**config.mk**
```make
export PLATFORM = sky130hd
export DESIGN_NAME = ascon_block_feeder
export DESIGN_NICKNAME = d
export VERILOG_FILES = /design/src/rtl/ascon_block_feeder.sv
export SDC_FILE = /design/constraint.sdc
export NUM_CORES = 1
export LEC_CHECK = 0
export ABC_AREA = 1
export BUFFER_PORTS_ARGS = -buffer_cell sky130_fd_sc_hd__buf_2
export CORE_MARGIN = 2
export CORE_UTILIZATION = 45
export DETAILED_ROUTE_END_ITERATION = 7
export PLACE_DENSITY_LB_ADDON = 0.25
export REMOVE_ABC_BUFFERS = 1
export SYNTH_ARGS = -nofsm -noshare
export SYNTH_HDL_FRONTEND = slang
export SYNTH_SLANG_ARGS = --single-unit
```
**constraint.sdc**
```tcl
create_clock -name clk -period 3.7 [get_ports clk]
set_clock_uncertainty 0.1 [all_clocks]
set_input_delay 0.37 -clock clk [delete_from_list [all_inputs] [get_ports clk]]
set_output_delay 0.37 -clock clk [all_outputs]
set_load 0.01 [all_outputs]
```
**src/rtl/ascon_block_feeder.sv**
```systemverilog
// Byte-stream to 64-bit big-endian block packer with a 2-entry block FIFO feeding the ASCON core.
// Optional byte counter output enabled by defining ASCON_FEEDER_BYTECNT_EN.
module ascon_block_feeder #(
    parameter int FIFO_DEPTH = 2
) (
    input  logic        clk,
    input  logic        nRST,
    input  logic        start,
    input  logic [7:0]  in_data,
    input  logic        in_valid,
    input  logic        in_last,
    input  logic        in_nodata,
    output logic        in_ready,
    input  logic        read,
    output logic [63:0] blockin,
    output logic [3:0]  datalen,
    output logic        blk_valid,
    output logic        blk_last,
    output logic        underflow
`ifdef ASCON_FEEDER_BYTECNT_EN
    ,
    output logic [15:0] byte_count
`endif
);

    // state      | meaning
    // ST_ACC     | accumulating bytes into the pack register
    // ST_EMPTY   | full final block sent; owe the trailing empty block
    typedef enum logic {ST_ACC = 1'b0, ST_EMPTY = 1'b1} state_t;

    localparam logic [1:0] DEPTH_C = 2'(FIFO_DEPTH);

    state_t      state_q, state_d;
    logic        ready_q, ready_d;
    logic [2:0]  cnt_q, cnt_d;
    logic [63:0] pack_q, pack_d;
    logic [63:0] fifo_data_q [2];
    logic [63:0] fifo_data_d [2];
    logic [3:0]  fifo_len_q [2];
    logic [3:0]  fifo_len_d [2];
    logic        fifo_last_q [2];
    logic        fifo_last_d [2];
    logic [1:0]  fifo_cnt_q, fifo_cnt_d;
    logic        underflow_q, underflow_d;

    logic        fifo_full;
    logic        accept;
    logic        pend_push;
    logic        pop;
    logic        push;
    logic [63:0] push_data;
    logic [3:0]  push_len;
    logic        push_last;
    logic [2:0]  lane;
    logic [63:0] pack_new;
    logic [3:0]  len_new;

    always_ff @(posedge clk or negedge nRST) begin
        if (!nRST) begin
            state_q <= ST_ACC;
        end else begin
            state_q <= state_d;
        end
    end

    always_comb begin
        state_d = state_q;
        if (start) begin
            state_d = ST_ACC;
        end else begin
            case (state_q)
                ST_ACC: begin
                    if (accept && !in_nodata && in_last && cnt_q == 3'd7) begin
                        state_d = ST_EMPTY;
                    end
                end
                ST_EMPTY: begin
                    if (!fifo_full) begin
                        state_d = ST_ACC;
                    end
                end
                default: state_d = ST_ACC;
            endcase
        end
    end

    always_comb begin
        fifo_full = (fifo_cnt_q == DEPTH_C);
        in_ready  = ready_q && !fifo_full && (state_q == ST_ACC) && !start;
        accept    = in_valid && in_ready;
        pend_push = (state_q == ST_EMPTY) && !fifo_full && !start;
        pop       = read && (fifo_cnt_q != 2'd0) && !start;
    end

    // Packer: the first byte of a block lands in the most significant lane.
    always_comb begin
        lane      = 3'd7 - cnt_q;
        pack_new  = pack_q;
        pack_new[{lane, 3'b000} +: 8] = in_data;
        len_new   = {1'b0, cnt_q} + 4'd1;
        cnt_d     = cnt_q;
        pack_d    = pack_q;
        push      = 1'b0;
        push_data = '0;
        push_len  = '0;
        push_last = 1'b0;
        if (start) begin
            cnt_d  = '0;
            pack_d = '0;
        end else if (pend_push) begin
            push      = 1'b1;
            push_last = 1'b1;
        end else if (accept) begin
            if (in_nodata) begin
                push      = 1'b1;
                push_data = pack_q;
                push_len  = {1'b0, cnt_q};
                push_last = 1'b1;
                cnt_d     = '0;
                pack_d    = '0;
            end else if (cnt_q == 3'd7 || in_last) begin
                push      = 1'b1;
                push_data = pack_new;
                push_len  = len_new;
                push_last = (cnt_q != 3'd7);
                cnt_d     = '0;
                pack_d    = '0;
            end else begin
                cnt_d  = cnt_q + 3'd1;
                pack_d = pack_new;
            end
        end
    end

    // Block FIFO: entry 0 is the head; vacated entries are zeroed so an empty FIFO shows zeros.
    always_comb begin
        fifo_data_d = fifo_data_q;
        fifo_len_d  = fifo_len_q;
        fifo_last_d = fifo_last_q;
        fifo_cnt_d  = fifo_cnt_q;
        if (start) begin
            fifo_data_d = '{default: '0};
            fifo_len_d  = '{default: '0};
            fifo_last_d = '{default: 1'b0};
            fifo_cnt_d  = '0;
        end else begin
            case ({push, pop})
                2'b10: begin
                    if (fifo_cnt_q == 2'd0) begin
                        fifo_data_d[0] = push_data;
                        fifo_len_d[0]  = push_len;
                        fifo_last_d[0] = push_last;
                    end else begin
                        fifo_data_d[1] = push_data;
                        fifo_len_d[1]  = push_len;
                        fifo_last_d[1] = push_last;
                    end
                    fifo_cnt_d = fifo_cnt_q + 2'd1;
                end
                2'b01: begin
                    fifo_data_d[0] = fifo_data_q[1];
                    fifo_len_d[0]  = fifo_len_q[1];
                    fifo_last_d[0] = fifo_last_q[1];
                    fifo_data_d[1] = '0;
                    fifo_len_d[1]  = '0;
                    fifo_last_d[1] = 1'b0;
                    fifo_cnt_d     = fifo_cnt_q - 2'd1;
                end
                2'b11: begin
                    if (fifo_cnt_q == 2'd1) begin
                        fifo_data_d[0] = push_data;
                        fifo_len_d[0]  = push_len;
                        fifo_last_d[0] = push_last;
                    end else begin
                        fifo_data_d[0] = fifo_data_q[1];
                        fifo_len_d[0]  = fifo_len_q[1];
                        fifo_last_d[0] = fifo_last_q[1];
                        fifo_data_d[1] = push_data;
                        fifo_len_d[1]  = push_len;
                        fifo_last_d[1] = push_last;
                    end
                end
                default: ;
            endcase
        end
    end

    always_comb begin
        ready_d     = 1'b1;
        underflow_d = underflow_q;
        if (start) begin
            underflow_d = 1'b0;
        end else if (read && fifo_cnt_q == 2'd0) begin
            underflow_d = 1'b1;
        end
    end

    always_ff @(posedge clk or negedge nRST) begin
        if (!nRST) begin
            ready_q     <= 1'b0;
            cnt_q       <= '0;
            pack_q      <= '0;
            fifo_data_q <= '{default: '0};
            fifo_len_q  <= '{default: '0};
            fifo_last_q <= '{default: 1'b0};
            fifo_cnt_q  <= '0;
            underflow_q <= 1'b0;
        end else begin
            ready_q     <= ready_d;
            cnt_q       <= cnt_d;
            pack_q      <= pack_d;
            fifo_data_q <= fifo_data_d;
            fifo_len_q  <= fifo_len_d;
            fifo_last_q <= fifo_last_d;
            fifo_cnt_q  <= fifo_cnt_d;
            underflow_q <= underflow_d;
        end
    end

    assign blockin   = fifo_data_q[0];
    assign datalen   = fifo_len_q[0];
    assign blk_last  = fifo_last_q[0];
    assign blk_valid = (fifo_cnt_q != 2'd0);
    assign underflow = underflow_q;

`ifdef ASCON_FEEDER_BYTECNT_EN
    logic [15:0] byte_count_q, byte_count_d;

    always_comb begin
        byte_count_d = byte_count_q;
        if (start) begin
            byte_count_d = '0;
        end else if (accept && !in_nodata && byte_count_q != 16'hFFFF) begin
            byte_count_d = byte_count_q + 16'd1;
        end
    end

    always_ff @(posedge clk or negedge nRST) begin
        if (!nRST) begin
            byte_count_q <= '0;
        end else begin
            byte_count_q <= byte_count_d;
        end
    end

    assign byte_count = byte_count_q;
`endif

endmodule

```
# Word-level counts from Yosys, hierarchy flattened
# Cells that the tools add are included.
# Widths: inputs -> output; s select.
# totals
word_cells	111
inputBits	15
regBits	210
# op_classes
bitwise	1
add_sub_neg	6
n_shift	2
n_mux	54
n_reduce_logical	25
n_eq_ne	11
# op_table
op	count
$mux 64	13
$pmux 128 s3	1
$mux 128	1
$bwmux 64	1
$shift 8x8->64 const A	1
$shiftx 8x8->64	1
$mux 4	8
$pmux 8 s3	1
$mux 1	18
$mux 3	5
$logic_and 1x1->1	12
$ne 3x3->1 const B	4
$mux 8	1
$neg 6->8	1
$eq 2x2->1 const B	3
$pmux 2 s3	1
$reduce_bool 2->1	3
$add 3x1->4 const B	1
$eq 2x1->1 const B	2
$mux 2	2
$pmux 2 s2	1
$reduce_and 2->1	2
$reduce_bool 4->1	1
$add 3x1->3 const B	1
12 further kinds	14

# Longest topological paths before layout
# Gate-level depths: netlist of the first run.
# logic_depth
ltp_word	12
mapped_depth	19
mapped_depth_nobuf	17

# Least setup slack after synthesis of the first run
# No wires, ideal clock.
# synth_path
path_type	register -> register
start	reg fifo_cnt_q[0]
end	reg fifo_last_q, in the netlist blk_last
path_stages_with_launch	18
period_less_slack_ps	2801
t_arrival_ps	2636
required_time_ps	3535
setup_slack_ps	899
cell_sequence	dfrtp_1 -> inv_1 -> ha_1 -> inv_2 -> nand2_2 -> nor2_2 -> inv_2 -> buf_2 -> buf_1 -> ha_1 -> nand2_1 -> o21ai_1 -> inv_1 -> nor2_1 -> buf_2 -> buf_2 -> nand2_1 -> nand2_1
# synth_via
word_cells_on_any_way	28
# synth_rtl
item	line	text
start: declaration	43	logic [1:0] fifo_cnt_q, fifo_cnt_d;
start signal: assignment	215	fifo_cnt_q <= fifo_cnt_d;
$reduce_bool 2->1 *	n/a	
via blk_valid	17	output logic blk_valid,
$logic_and 1x1->1 * (2 in series)	92	pop = read && (fifo_cnt_q != 2'd0) && !start;
$eq 2x2->1 or $eq 2x1->1 (tied branches)	147	case ({push, pop})
$pmux 2 s3 (tied with other cells)	147	
$mux 2 or $reduce_and 2->1 (tied branches)	n/a	
end signal: assignment	214	fifo_last_q <= fifo_last_d;
end: declaration	41	logic fifo_last_q [2];
# The timed path passes the listed nets; every way through them passes the cells marked *. The select of a mux whose other input is x is not followed.
# A chain may end at the register's enable or synchronous reset.

# Final worst setup path of the first run
# layout_path
start	reg cnt_q[1]
end	reg fifo_data_q, in the netlist blockin[60]
# layout_via
elab_chain_len	11
word_cells_on_any_way	26
# layout_rtl
item	line	text
start: declaration	35	logic [2:0] cnt_q, cnt_d;
start signal: assignment	210	cnt_q <= cnt_d;
$sub 3x3->3	97	lane = 3'd7 - cnt_q;
$neg 6->8	99	pack_new[{lane, 3'b000} +: 8] = in_data;
$shiftx 8x8->64 or $shift 8x8->64 (tied branches)	99	
$bwmux 64	99	
$mux 64	121	end else if (cnt_q == 3'd7 || in_last) begin
$mux 64	114	if (in_nodata) begin
$mux 64	113	end else if (accept) begin
$mux 64	110	end else if (pend_push) begin
$mux 64 (on tied branches)	170, 149	
$pmux 128 s3	147	
$mux 128	141	if (start) begin
end signal: assignment	212	fifo_data_q <= fifo_data_d;
end: declaration	37	logic [63:0] fifo_data_q [2];
# Parallel ways exist; a longest one is shown, timed or not. The select of a mux whose other input is x is not followed.

==> results.json, run 1 <==
{
  "status": "finished, final reports clean",
  "cp_num_buf_inv": 5,
  "cts_root_buf": "clkbuf_16",
  "fp.dieW_um": 169,
  "synth_seq_cells": 210,
  "initial_utilization_pct": 45.5,
  "cts_max_path_buffers": 3,
  "numCtsBuffers": 25,
  "p_total_w": 0.00578,
  "place_hpwl_um": 20300,
  "first_iter_violations": 895,
  "cpMaxStageDelayCell": "dfrtp_1",
  "drc": 0,
  "synthTopCellsByCount": "nand2_1 (473), nand3_1 (266), dfrtp_1 (210)",
  "die_h_um": 169,
  "dieArea_um2": 28400,
  "post-route-period-util_pct": 89.6,
  "synthFlopType": "dfrtp_1",
  "slew_headroom_pct": 21.0,
  "tightest_slew_ns": 1.19,
  "synth-edff-count": 0,
  "peakVddDrop_v": 0.000302,
  "syn-mean-instance-area_um2": 7.19,
  "drt_pre_antenna_iters": 5,
  "syn-instance-count": 1696,
  "cap_viol_max_count": 0,
  "holdWs_ns": 0.0165,
  "cp-end-kind": "flop",
  "cts.sinks": 210,
  "synth_warnings": 0,
  "grt_setup_unrepaired": "false",
  "routed_wl_um": 33500,
  "async_reset_ff_share_pct": 100,
  "ys_seq_area_share_pct": 43.1,
  "track_usage_pct": 23.8,
  "grt_pass1_vias": 10900,
  "overflow": 0,
  "avgRoutedWirePerCell_um": 16.6,
  "rows": 60,
  "cts_tree": "built",
  "p_per_area_nw_per_um2": 437,
  "vias": 11300,
  "syn2layout_area_growth_pct": 8.52,
  "clk_latency_ns": 0.53,
  "crit_chain": "ha_1 > ha_1 > inv_2 > nand2_1 > nor2_2 > nor2_4 > nor2_1 > inv_1 > ha_1 > inv_2 > nor2_1 > nor2_1 > inv_4 > buf_4 > a21oi_1 > o21ai_0 > nand2_1 > nand2_1",
  "grt_pass1_wl_um": 55800,
  "startpoint_type": "flop",
  "synthDistinctLibCells": 26,
  "path_class": "flop to flop",
  "synth_area_leader_cell": "dfrtp_1",
  "synth_area_um2": 12200,
  "clk_pin_slew_worst_paths_ns": 0.06,
  "cpPeakStageDelay_ns": 0.40,
  "fmax_mhz": 302,
  "final_core_util_pct": 49.4,
  "hold_viol": 0,
  "crit_arrival_ns": 3.63,
  "drv_slew": 0,
  "yosysMostFrequentCell": "nand2_1",
  "drive_gt1_share_pct": 11.4,
  "setup_viol_count_final": 0,
  "antenna_cells": 0,
  "cts_setup_buffers": 0,
  "cp_top_family": "simple AND/OR/NAND/NOR gates",
  "viasPerCell": 5.57,
  "fin_nets": 1689,
  "hp-class": "primary input to flop",
  "required_ns": 4.02,
  "grt_max_degree": 110,
  "numPortBuffers": 86,
  "antenna_found_initial": 0,
  "ys_top_cells_by_area": "dfrtp_1 (43%), nand2_1 (15%), nand3_1 (11%)",
  "path_max_fanout": 32,
  "core_um2": 26800,
  "finalCriticalPeriod_ns": 3.31,
  "htreeDepth": 1,
  "ant_nets": 0,
  "io_pins": 87,
  "place_congestion": 0.817,
  "leakagePower_nw": 6.40,
  "synth_top_area_share_pct": 43.1
}
per-stage QoR:
step | std cells | TNS [ns] | worst slack (ns) | area [um^2]
global placement | 1978 | 0 | 0.442 | 12400
finish | 2021 | 0 | 0.386 | 13200
floorplan | 1522 | -167.37 | -1.30 | 11200
CTS | 2021 | 0 | 0.290 | 13200
global route | 2021 | 0 | 0.0817 | 13200
detailed placement | 1978 | 0 | 0.295 | 12400
cells in the final DEF (no fill, tap or decap), drive strengths merged:
cell	Yosys	final
inv	41	40
buf	121	114
nor2	167	167
o22ai	7	7
a21oi	92	92
nand3	271	271
and2	64	64
clkinv	0	6
ha	9	9
o21ai	176	176
nor3b	1	1
xnor2	1	1
conb	1	1
dlygate4sd3	0	1
nand2	477	477
dfrtp	210	210
o211ai	1	1
o32ai	4	4
bufinv	0	2
clkbuf	53	36
flip-flops by register name, summed over array words and instances, names as in the netlist:
register	flops
ready_q	1
datalen	4
blk_last	1
pack_q	64
fifo_len_q	4
fifo_cnt_q	2
fifo_data_q	64
cnt_q	3
underflow	1
blockin	64
state_q	1
fifo_last_q	1
layout make-up:
cell class / count / area, um^2
Timing Repair Buffer: 116 / 717
Tap cell: 341 / 427
Fill cell: 2622 / 13600
Sequential cell: 210 / 5260
Inverter: 41 / 159
Clock inverter: 7 / 88.8
Multi-Input combinational cell: 1271 / 5880
Clock buffer: 35 / 713
worst reg2reg max path: stages, from the launching register on:
cell and delay, ns:
dfrtp_1 0.40, ha_1 0.21, ha_1 0.22, inv_2 0.06, nand2_1 0.07, nor2_2 0.18
nor2_4 0.07, nor2_1 0.13, inv_1 0.08, ha_1 0.25, inv_2 0.07, nor2_1 0.03
nor2_1 0.35, inv_4 0.27, buf_4 0.33, a21oi_1 0.15, o21ai_0 0.11, nand2_1 0.08
nand2_1 0.04
where the power goes:
| group | switching [W] | total (W) | leakage [nW] | internal (W) |
|---|---|---|---|---|
| logic | 0.000688 | 0.000940 | 3.08 | 0.000252 |
| registers | 0.0000299 | 0.00239 | 2.92 | 0.00236 |
| clock network | 0.000984 | 0.00246 | 0.398 | 0.00147 |
layer usage:
metal  vias to the layer above  GRT usage, %  wire length, um
met5                         -             0                0
met1                      5360          31.3            14600
li1                       5444             -                -
met4                         0          7.05              832
met3                        74          3.06             1980
met2                       375          41.2            16100
worst paths after layout:
path                                         start                       to  slack (ns)  cells after the start
max                           cnt_q[1]$_DFFE_PN0P_  blockin[60]$_DFFE_PN0P_        0.39                     18
max reg2reg                   cnt_q[1]$_DFFE_PN0P_  blockin[60]$_DFFE_PN0P_        0.39                     18
min in group asynchronous                     nRST  blockin[56]$_DFFE_PN0P_        0.36                      2
min                                           read    underflow$_DFFE_PN0P_        0.02                      3
max in group asynchronous                     nRST   pack_q[19]$_DFFE_PN0P_        2.31                      3
min reg2reg                blockin[10]$_DFFE_PN0P_  blockin[10]$_DFFE_PN0P_        0.37                      2
kinds of logic after synthesis:
kind of cell / synth area share [%]
xor gates and xnor gates: 0.0718
DFF: 43.1
adders and majority gates: 0.923
buffers and inverters: 9.07
and+or+nand+nor: 35.0
other: 0.0307
AOI/OAI and AO/OA: 11.8
repair_timing:
| item | 4_1_cts | 5_1_grt |
|---|---|---|
| hold endpoints to repair | 80 | 0 |
| resized for setup | 0 | 2 |
| hold buffers | 1 | 0 |
| endpoints found under the setup margin | 0 | 4 |
Power figures use the tool's default switching activity.
==> run 2, diff against run 1 <==
Settings changed: PLACE_DENSITY from default to 0.64, PLACE_DENSITY_LB_ADDON 0.25 to default.
==> results.json, run 2 (synthesis results as in run 1) <==
{
  "die_h_um": 169,
  "core_um2": 26800,
  "fin_nets": 1684,
  "clk_latency_ns": 0.52,
  "ant_nets": 0,
  "grt_pass1_vias": 10800,
  "min_from": "read",
  "fill_cells": 2667,
  "finalCriticalPeriod_ns": 3.36,
  "cpMaxStageDelayCell": "buf_4",
  "peakVddDrop_v": 0.000300,
  "cts_tree": "built",
  "overflow": 0,
  "first_iter_violations": 1110,
  "fp.dieW_um": 169,
  "seqCellArea_um2": 5260,
  "seq_power_share_pct": 41.5,
  "rr_endpoint": "fifo_len_q[0]$_DFFE_PN0P_",
  "tightest_slew_ns": 1.25,
  "drv_slew": 0,
  "numPortBuffers": 86,
  "dpl.cell_count": 1974,
  "hp-class": "primary input to flop",
  "place_hpwl_um": 20000,
  "dieArea_um2": 28400,
  "p_sw_w": 0.00169,
  "cap_viol_max_count": 0,
  "drc": 0,
  "p_per_area_nw_per_um2": 436,
  "grt_max_degree": 123,
  "gr-usage-met3_pct": 3.20,
  "routed_wl_um": 33800,
  "post-route-period-util_pct": 90.8,
  "hold_viol": 0,
  "crit_arrival_ns": 3.69,
  "grt-busiest-layer": "met2",
  "r2r_slack_ns": 0.34,
  "holdWs_ns": 0.0276,
  "combinationalPowerShare_pct": 16.4,
  "cp-end-kind": "flop",
  "avgRoutedWirePerCell_um": 16.8,
  "htreeDepth": 1,
  "p_sw_share_pct": 29.3,
  "clk_pin_slew_worst_paths_ns": 0.06,
  "gr-usage-met1_pct": 32.2,
  "leakagePower_nw": 6.37,
  "grt.met2_usage_pct": 40.5,
  "setup_viol_count_final": 0,
  "syn2layout_area_growth_pct": 8.12,
  "antenna_found_initial": 0,
  "p_int_w": 0.00407,
  "grt_pass1_wl_um": 56300,
  "whs_path_depth": 3,
  "most-common-layout-cells": "nand2_1 (473), nand3_1 (265), dfrtp_1 (210)",
  "cts.sinks": 210,
  "final_cell_count_no_fill": 2014,
  "fmax_mhz": 298,
  "track_usage_pct": 24.1,
  "startpoint_type": "flop",
  "r2r_cells": 15,
  "layout_commonest_cell": "nand2_1",
  "antenna_cells": 0,
  "viasPerCell": 5.54,
  "cpPeakStageDelay_ns": 0.64,
  "initial_utilization_pct": 45.5,
  "numCtsBuffers": 24,
  "cts_root_buf": "clkbuf_16",
  "required_ns": 4.03,
  "min_to": "underflow$_DFFE_PN0P_",
  "finalSetupTns_ns": 0,
  "slew_headroom_pct": 17.0,
  "drt_pre_antenna_iters": 6,
  "path_class": "flop to flop",
  "crit_chain": "ha_1 > ha_1 > inv_2 > nand2_1 > nor2_2 > nor2_4 > nor2_1 > inv_1 > ha_1 > inv_2 > nand2_1 > o211ai_4 > buf_4 > nand2_1 > o22ai_1",
  "multi_input_area_um2": 5880,
  "io_pins": 87,
  "cts_max_path_buffers": 3,
  "rows": 60,
  "pwr-share-clk_pct": 42.1,
  "drive_gt1_share_pct": 11.0,
  "place_congestion": 0.831,
  "vias": 11200,
  "status": "finished, final reports clean",
  "worstReg2RegStart": "cnt_q[1]$_DFFE_PN0P_",
  "grt_setup_unrepaired": "false",
  "path_max_fanout": 66
}
==> run 2: cell type report <==
cell class	instances	area share, %
multi-input cells	1271	44.6
flip-flops and latches	210	39.8
clock buffers	35	5.41
repair buffers	112	5.21
well taps	341	3.24
inverters	41	1.19
clock inverters	4	0.550
==> run 2: power by group through the flow <==
stage | Combinational, W | Sequential [W] | Clock, W
floorplan | 0.000520 | 0.00245 | 0
CTS | 0.000949 | 0.00239 | 0.00247
finish | 0.000944 | 0.00239 | 0.00242
detailed placement | 0.000945 | 0.00243 | 0
global placement | 0.000929 | 0.00243 | 0
global route | 0.00105 | 0.00239 | 0.00255
==> run 2: worst max-delay path by stage <==
stage	from	endpoint	slack, ns	cells after the start
finish	cnt_q[1]$_DFFE_PN0P_	fifo_len_q[0]$_DFFE_PN0P_	0.34	15
global route	cnt_q[1]$_DFFE_PN0P_	blockin[60]$_DFFE_PN0P_	0.1	18
CTS	cnt_q[0]$_DFFE_PN0P_	fifo_len_q[0]$_DFFE_PN0P_	0.40	15
detailed placement	cnt_q[1]$_DFFE_PN0P_	fifo_len_q[0]$_DFFE_PN0P_	0.43	15
global placement	cnt_q[1]$_DFFE_PN0P_	fifo_last_q[0]$_DFFE_PN0P_	0.49	15
floorplan	fifo_cnt_q[0]$_DFFE_PN0P_	blk_last$_DFFE_PN0P_	-1.30	13
==> run 2: what timing repair did <==
item                                   4_1_cts  5_1_grt
setup buffers                                0        0
resized for setup                            0        0
endpoints found under the hold margin       52        0
hold buffers                                 1        0
==> run 2: stage by stage <==
step	utilization, %	setup WS [ns]	power [W]	instance area [um^2]
2_1_floorplan	-	-1.30	0.00297	11200
3_3_place_gp	46.2	0.490	0.00336	12400
3_5_place_dp	46.2	0.433	0.00337	12400
4_1_cts	49.2	0.403	0.00581	13200
5_1_grt	49.2	0.0984	0.00599	13200
6_report	49.2	0.342	0.00575	13200
==> run 2: worst max-delay path: cells and delay by family, from the launching register on <==
kind	cells	cell delay (ns)
adder cells (fa/ha/maj)	3	0.67
flip-flops	1	0.40
AO/OA/AOI/OAI	2	0.34
AND/OR/NAND/NOR	6	0.79
buffers and inverters	4	0.85
==> run 2: routing by layer <==
layer,part of all wire [%],routed length [um],vias up
met3,5.8,1970,69
met2,47,15900,335
met5,0,0,-
met4,2.9,990,0
met1,44,15000,5307
li1,-,-,5442
